### src/rtl/igniter_move_planner_if.sv
// Request and igniter-command bundle for igniter_move_planner.
// The master side issues ignition requests and watches the igniter command stream.
// The slave side is the planner.
interface igniter_move_planner_if;
  logic       req_valid;
  logic [2:0] req_target;
  logic       req_ready;
  logic       enable_move;
  logic [3:0] delta;
  logic [2:0] pos_mirror;
  logic       ignite;
  logic       busy;
  logic       done;

  modport master (
    output req_valid, req_target,
    input  req_ready, enable_move, delta, pos_mirror, ignite, busy, done
  );

  modport slave (
    input  req_valid, req_target,
    output req_ready, enable_move, delta, pos_mirror, ignite, busy, done
  );
endinterface

### src/rtl/igniter_move_planner.sv
// igniter_move_planner: takes a target candle position and steps a forward-only,
// modulo-8 igniter toward it in chunks of at most MAX_STEP.
// It then holds ignite for DWELL_CYCLES cycles and pulses done.
// Define IGNITER_REQ_FIFO_EN to buffer up to four requests ahead of the FSM.
// In that build req_ready follows FIFO space instead of the IDLE state.
module igniter_move_planner #(
  parameter int MAX_STEP     = 3,
  parameter int DWELL_CYCLES = 16
) (
  input logic                  sys_clk,
  input logic                  clr,
  igniter_move_planner_if.slave bus
);
  typedef enum logic [2:0] {IDLE, PLAN, MOVE, DWELL, DONE} state_t;

  localparam logic [2:0]  MAX_STEP_3 = 3'(MAX_STEP);
  localparam logic [15:0] DWELL_LAST = 16'(DWELL_CYCLES - 1);

  state_t      state, state_next;
  logic [2:0]  target, target_next;
  logic [2:0]  pos, pos_next;
  logic [2:0]  dist_rem, dist_rem_next;
  logic [15:0] dwell_cnt, dwell_cnt_next;
  logic        enable_move, enable_move_next;
  logic [3:0]  delta, delta_next;
  logic        ignite, ignite_next;
  logic        busy, busy_next;
  logic        done, done_next;
  logic [2:0]  plan_dist;
  logic [2:0]  step;
  logic        ready;
  logic        have_req;
  logic [2:0]  head_target;
  logic        take_req;

`ifdef IGNITER_REQ_FIFO_EN
  logic [2:0] fifo_mem [4];
  logic [1:0] wr_ptr, rd_ptr;
  logic [2:0] fifo_count;
  logic       push;

  assign ready       = (fifo_count != 3'd4) && !clr;
  assign push        = bus.req_valid && ready;
  assign have_req    = (fifo_count != 3'd0);
  assign head_target = fifo_mem[rd_ptr];

  // Request FIFO: pushes on an accepted handshake, pops when IDLE takes the head.
  always_ff @(posedge sys_clk) begin
    if (clr) begin
      wr_ptr     <= 2'd0;
      rd_ptr     <= 2'd0;
      fifo_count <= 3'd0;
    end else begin
      if (push) begin
        fifo_mem[wr_ptr] <= bus.req_target;
        wr_ptr           <= wr_ptr + 2'd1;
      end
      if (take_req) begin
        rd_ptr <= rd_ptr + 2'd1;
      end
      fifo_count <= fifo_count + {2'b00, push} - {2'b00, take_req};
    end
  end
`else
  assign ready       = (state == IDLE) && !clr;
  assign have_req    = bus.req_valid && ready;
  assign head_target = bus.req_target;
`endif

  assign take_req = (state == IDLE) && have_req;

  assign bus.req_ready   = ready;
  assign bus.enable_move = enable_move;
  assign bus.delta       = delta;
  assign bus.pos_mirror  = pos;
  assign bus.ignite      = ignite;
  assign bus.busy        = busy;
  assign bus.done        = done;

  // Next-state and next-output logic; PLAN and MOVE share the step decision.
  // In PLAN the distance is fresh; in MOVE it is the remaining distance.
  always_comb begin
    state_next       = state;
    target_next      = target;
    pos_next         = pos;
    dist_rem_next    = dist_rem;
    dwell_cnt_next   = dwell_cnt;
    enable_move_next = 1'b0;
    delta_next       = 4'd0;
    ignite_next      = 1'b0;
    done_next        = 1'b0;
    plan_dist        = (state == PLAN) ? (target - pos) : dist_rem;
    step             = (plan_dist > MAX_STEP_3) ? MAX_STEP_3 : plan_dist;

    case (state)
      IDLE: begin
        if (take_req) begin
          target_next = head_target;
          state_next  = PLAN;
        end
      end
      PLAN, MOVE: begin
        if (plan_dist == 3'd0) begin
          state_next     = DWELL;
          dist_rem_next  = 3'd0;
          dwell_cnt_next = DWELL_LAST;
          ignite_next    = 1'b1;
        end else begin
          state_next       = MOVE;
          enable_move_next = 1'b1;
          delta_next       = {1'b0, step};
          pos_next         = pos + step;
          dist_rem_next    = plan_dist - step;
        end
      end
      DWELL: begin
        if (dwell_cnt == 16'd0) begin
          state_next = DONE;
          done_next  = 1'b1;
        end else begin
          dwell_cnt_next = dwell_cnt - 16'd1;
          ignite_next    = 1'b1;
        end
      end
      DONE: begin
        state_next = IDLE;
      end
      default: begin
        state_next = IDLE;
      end
    endcase

    busy_next = (state_next != IDLE);
  end

  // State and registered outputs; clr overrides everything, including mid-move.
  always_ff @(posedge sys_clk) begin
    if (clr) begin
      state       <= IDLE;
      target      <= 3'd0;
      pos         <= 3'd0;
      dist_rem    <= 3'd0;
      dwell_cnt   <= 16'd0;
      enable_move <= 1'b0;
      delta       <= 4'd0;
      ignite      <= 1'b0;
      busy        <= 1'b0;
      done        <= 1'b0;
    end else begin
      state       <= state_next;
      target      <= target_next;
      pos         <= pos_next;
      dist_rem    <= dist_rem_next;
      dwell_cnt   <= dwell_cnt_next;
      enable_move <= enable_move_next;
      delta       <= delta_next;
      ignite      <= ignite_next;
      busy        <= busy_next;
      done        <= done_next;
    end
  end
endmodule

### src/flat_wrapper.sv
// flat-port wrapper written by rule: the top's interface ports become plain ports
module igniter_move_planner_flat 
#(
  parameter int MAX_STEP     = 3,
  parameter int DWELL_CYCLES = 16
)
  (sys_clk, clr, bus_req_valid, bus_req_target, bus_req_ready, bus_enable_move, bus_delta, bus_pos_mirror, bus_ignite, bus_busy, bus_done);
  igniter_move_planner_if bus_i ();
  input logic sys_clk;
  input logic clr;
  input wire logic [$bits(bus_i.req_valid)-1:0] bus_req_valid;
  input wire logic [$bits(bus_i.req_target)-1:0] bus_req_target;
  output wire logic [$bits(bus_i.req_ready)-1:0] bus_req_ready;
  output wire logic [$bits(bus_i.enable_move)-1:0] bus_enable_move;
  output wire logic [$bits(bus_i.delta)-1:0] bus_delta;
  output wire logic [$bits(bus_i.pos_mirror)-1:0] bus_pos_mirror;
  output wire logic [$bits(bus_i.ignite)-1:0] bus_ignite;
  output wire logic [$bits(bus_i.busy)-1:0] bus_busy;
  output wire logic [$bits(bus_i.done)-1:0] bus_done;
  assign bus_i.req_valid = bus_req_valid;
  assign bus_i.req_target = bus_req_target;
  assign bus_req_ready = bus_i.req_ready;
  assign bus_enable_move = bus_i.enable_move;
  assign bus_delta = bus_i.delta;
  assign bus_pos_mirror = bus_i.pos_mirror;
  assign bus_ignite = bus_i.ignite;
  assign bus_busy = bus_i.busy;
  assign bus_done = bus_i.done;
  igniter_move_planner #(.MAX_STEP(MAX_STEP), .DWELL_CYCLES(DWELL_CYCLES)) u_core (.sys_clk(sys_clk), .clr(clr), .bus(bus_i));
endmodule
### config.mk
export PLATFORM = sky130hd
export DESIGN_NAME = igniter_move_planner_flat
export DESIGN_NICKNAME = d
export VERILOG_FILES = /design/src/rtl/igniter_move_planner_if.sv /design/src/rtl/igniter_move_planner.sv /design/src/flat_wrapper.sv
export SDC_FILE = /design/constraint.sdc
export NUM_CORES = 1
export LEC_CHECK = 0
export CORE_ASPECT_RATIO = 1.1
export CORE_MARGIN = 3
export CORE_UTILIZATION = 46
export CTS_CLUSTER_DIAMETER = 80
export DETAILED_ROUTE_END_ITERATION = 6
export PLACE_DENSITY_LB_ADDON = 0.15
export SLEW_MARGIN = 20
export SYNTH_ARGS = -nofsm -noshare
export SYNTH_HDL_FRONTEND = slang
export SYNTH_SLANG_ARGS = --single-unit
export TNS_END_PERCENT = 5
### constraint.sdc
create_clock -name sys_clk -period 5.4 [get_ports sys_clk]
set_input_delay 1.62 -clock sys_clk [delete_from_list [all_inputs] [get_ports sys_clk]]
set_output_delay 1.62 -clock sys_clk [all_outputs]
set_load 0.02 [all_outputs]
==> metrics <==
status complete, no violations; Seq/Total Area, Yosys 38.2%; Seq pwr share 31.7%; Synth top cells by count dfxtp_1 (35), nand2_1 (18), nor2_1 (15); First DRT Iteration DRCs 143; DP Area 0.00201 mm²; fin crit share 86.5%; grt total ovfl 0; Setup Crit Path Kind input pin to primary output; Remaining DRCs 0; Post-synth EDFFs 0; routed vias 1595; Area contributors post-synth dfxtp_1 (38%), a21oi_1 (3.8%), nand2_1 (3.7%), nor2_1 (3.1%), a311oi_1 (2.9%); Post-Synthesis Cell Area 0.00183 mm²; number of detailed-route iterations in the first pass 4; clk_lat worst skew 0.28 ns; clock root cell clkbuf_8; leakage 0.756 nW; CTS tree yes; final wirelength 4130 µm; Die Y 72.2 µm; max cap viols 0; clock skew 0.00733 ns; internal power 0.659 mW; Power Density 571 mW/mm²; FF+latch count, synth 35; clk slew on worst S/H paths 0.07 ns; Mean Syn Cell Area 8.86 µm²; layout cells sized above 1 6.76%; first-pass GRT wire length 7380 µm; slew of the pin with the lowest slew margin 0.785 ns; Post-Synthesis Cells 207; vias in the first global route 1649; GP Congestion 0.860; diodes inserted 0; Synth warnings 0; initial antenna violation count 0; Post-CTS Resized 0; endpoints failing setup 0; final hold vios 0; # rows 23; Synth Flop Type dfxtp_1; dpl hpwl 3010 µm; Setup TNS 0 ns; Hold WS 0.457 ns; Final ANT Viol Nets 0; crit end category primary output; Pwr Total 1.20 mW; Arr. time, crit path 3.05 ns; Hold-fix buffers, CTS 0; Nets 233; CP Launch Type input pin; crit-path max FO 6; switching part of the total 44.9%; worst slack, placed 0.707 ns; PnR worst setup slack 0.730 ns; minimum period implied by the final worst setup slack 4.67 ns; CTS buffer count 5; Clock Path Buffers 2; Area Overhead vs Synth 14.3%; port bufs 16; Via density 5.86; wire length per cell 15.2 µm; Logic pwr share 53.2%; Util after Layout 56.0%; top-count cell post-synth dfxtp_1; gr usage total 19.6%; Slew headroom 47.2%; Psw 0.537 mW; Synth top area share 38.2%; DP Cell Count 264; Ports 18; Synth cell types 57; fmax 214 MHz; Die X-Extent 66.2 µm; fin cells 272; Final Max Slew Viols 0; RSZ-0062 raised after global routing no; worst vdd ir 281 µV; asr flop ratio synth 0%; final instance area 0.00210 mm²; post-synthesis cell type with the largest combined area dfxtp_1; CTS HTree Levels 2; HP Class flip-flop to flip-flop; Num Clock Sinks 35; CP required 3.78 ns; largest net degree at the start of global routing 32; initial core utilization 49.0%; Fill cells 363; clock network power share 15.1%; die area 0.00478 mm²; setup bufs post-CTS 0; core area 0.00374 mm²
==> worst max-delay path, stage by stage <==
cell and delay, ns:
clkdlybuf4s50_1 0.45, nor4_1 0.19, buf_4 0.18, clkdlybuf4s50_1 0.60
==> cell families (layout without fill, tap and decap cells) <==
logic type | count (synthesis) | in the layout | synth area share [%]
AND/OR/NAND/NOR | 79 | 79 | 23.5
AO/OA/AOI/OAI | 57 | 57 | 23.3
flip-flops | 35 | 35 | 38.2
buffers and inverters | 21 | 35 | 5.18
adder cells (fa/ha/maj) | 6 | 6 | 4.91
XOR/XNOR | 6 | 6 | 3.62
multiplexers | 2 | 2 | 1.09
other | 1 | 2 | 0.204
==> power by group through the flow <==
stage | clock, mW | combinational [mW] | sequential (mW)
global placement | 0 | 0.613 | 0.380
finish | 0.180 | 0.636 | 0.380
CTS | 0.187 | 0.636 | 0.379
detailed placement | 0 | 0.633 | 0.383
global route | 0.198 | 0.714 | 0.388
floorplan | 0 | 0.498 | 0.378
==> layout make-up <==
cell class / instances / area [µm²] / share of cell area [%]
Clock buffer: 7 / 76.3 / 3.64
Clock inverter: 1 / 5.00 / 0.239
Inverter: 9 / 33.8 / 1.61
Multi-Input combinational cell: 152 / 1040 / 49.7
Sequential cell: 35 / 701 / 33.4
Tap cell: 50 / 62.6 / 2.99
Timing Repair Buffer: 18 / 175 / 8.36
==> routing by layer <==
layer | routed length, µm | global-route usage, %
met5 | 0 | 0
met4 | 53 | 7.00
met3 | 146 | 5.26
met2 | 2210 | 34.3
met1 | 1720 | 22.6
==> sequential cells by signal (all words and copies together), names as in the netlist <==
signal,cells
u_core.bus.pos_mirror,3
u_core.bus.busy,1
u_core.target,3
u_core.bus.done,1
u_core.dist_rem,3
u_core.bus.enable_move,1
u_core.bus.delta,3
u_core.dwell_cnt,16
u_core.bus.ignite,1
u_core.state,3
==> path summary, 6_finish.rpt <==
check	start	end	slack, ns	cells past startpoint
max	clr	bus_req_ready	0.73	4
min	u_core.target[0]$_SDFFE_PP0P_	u_core.target[0]$_SDFFE_PP0P_	0.46	2
max reg2reg	u_core.bus.pos_mirror[0]$_SDFFE_PP0P_	u_core.dwell_cnt[8]$_SDFFE_PP0P_	2.53	8
min reg2reg	u_core.target[0]$_SDFFE_PP0P_	u_core.target[0]$_SDFFE_PP0P_	0.46	2
==> placed cells by master (no fill, tap or decap), types with 2 or more instances in the layout <==
cell,instances
a211oi_1,4
a21o_1,3
a21oi_1,14
a21oi_2,2
a22o_1,2
a311oi_1,6
a31oi_1,2
a41oi_1,2
and2_1,3
buf_4,2
clkbuf_1,2
clkbuf_8,5
clkdlybuf4s50_1,16
conb_1,2
dfxtp_1,35
fa_1,2
ha_1,4
inv_1,9
mux2i_1,2
nand2_1,18
nand2b_1,4
nand3_1,9
nand4_1,2
nor2_1,15
nor3_1,8
nor4_1,3
o211ai_1,2
o21ai_0,10
or3_1,2
or4_1,2
xnor2_1,3
xor2_1,2
Power figures use the tool's default switching activity.
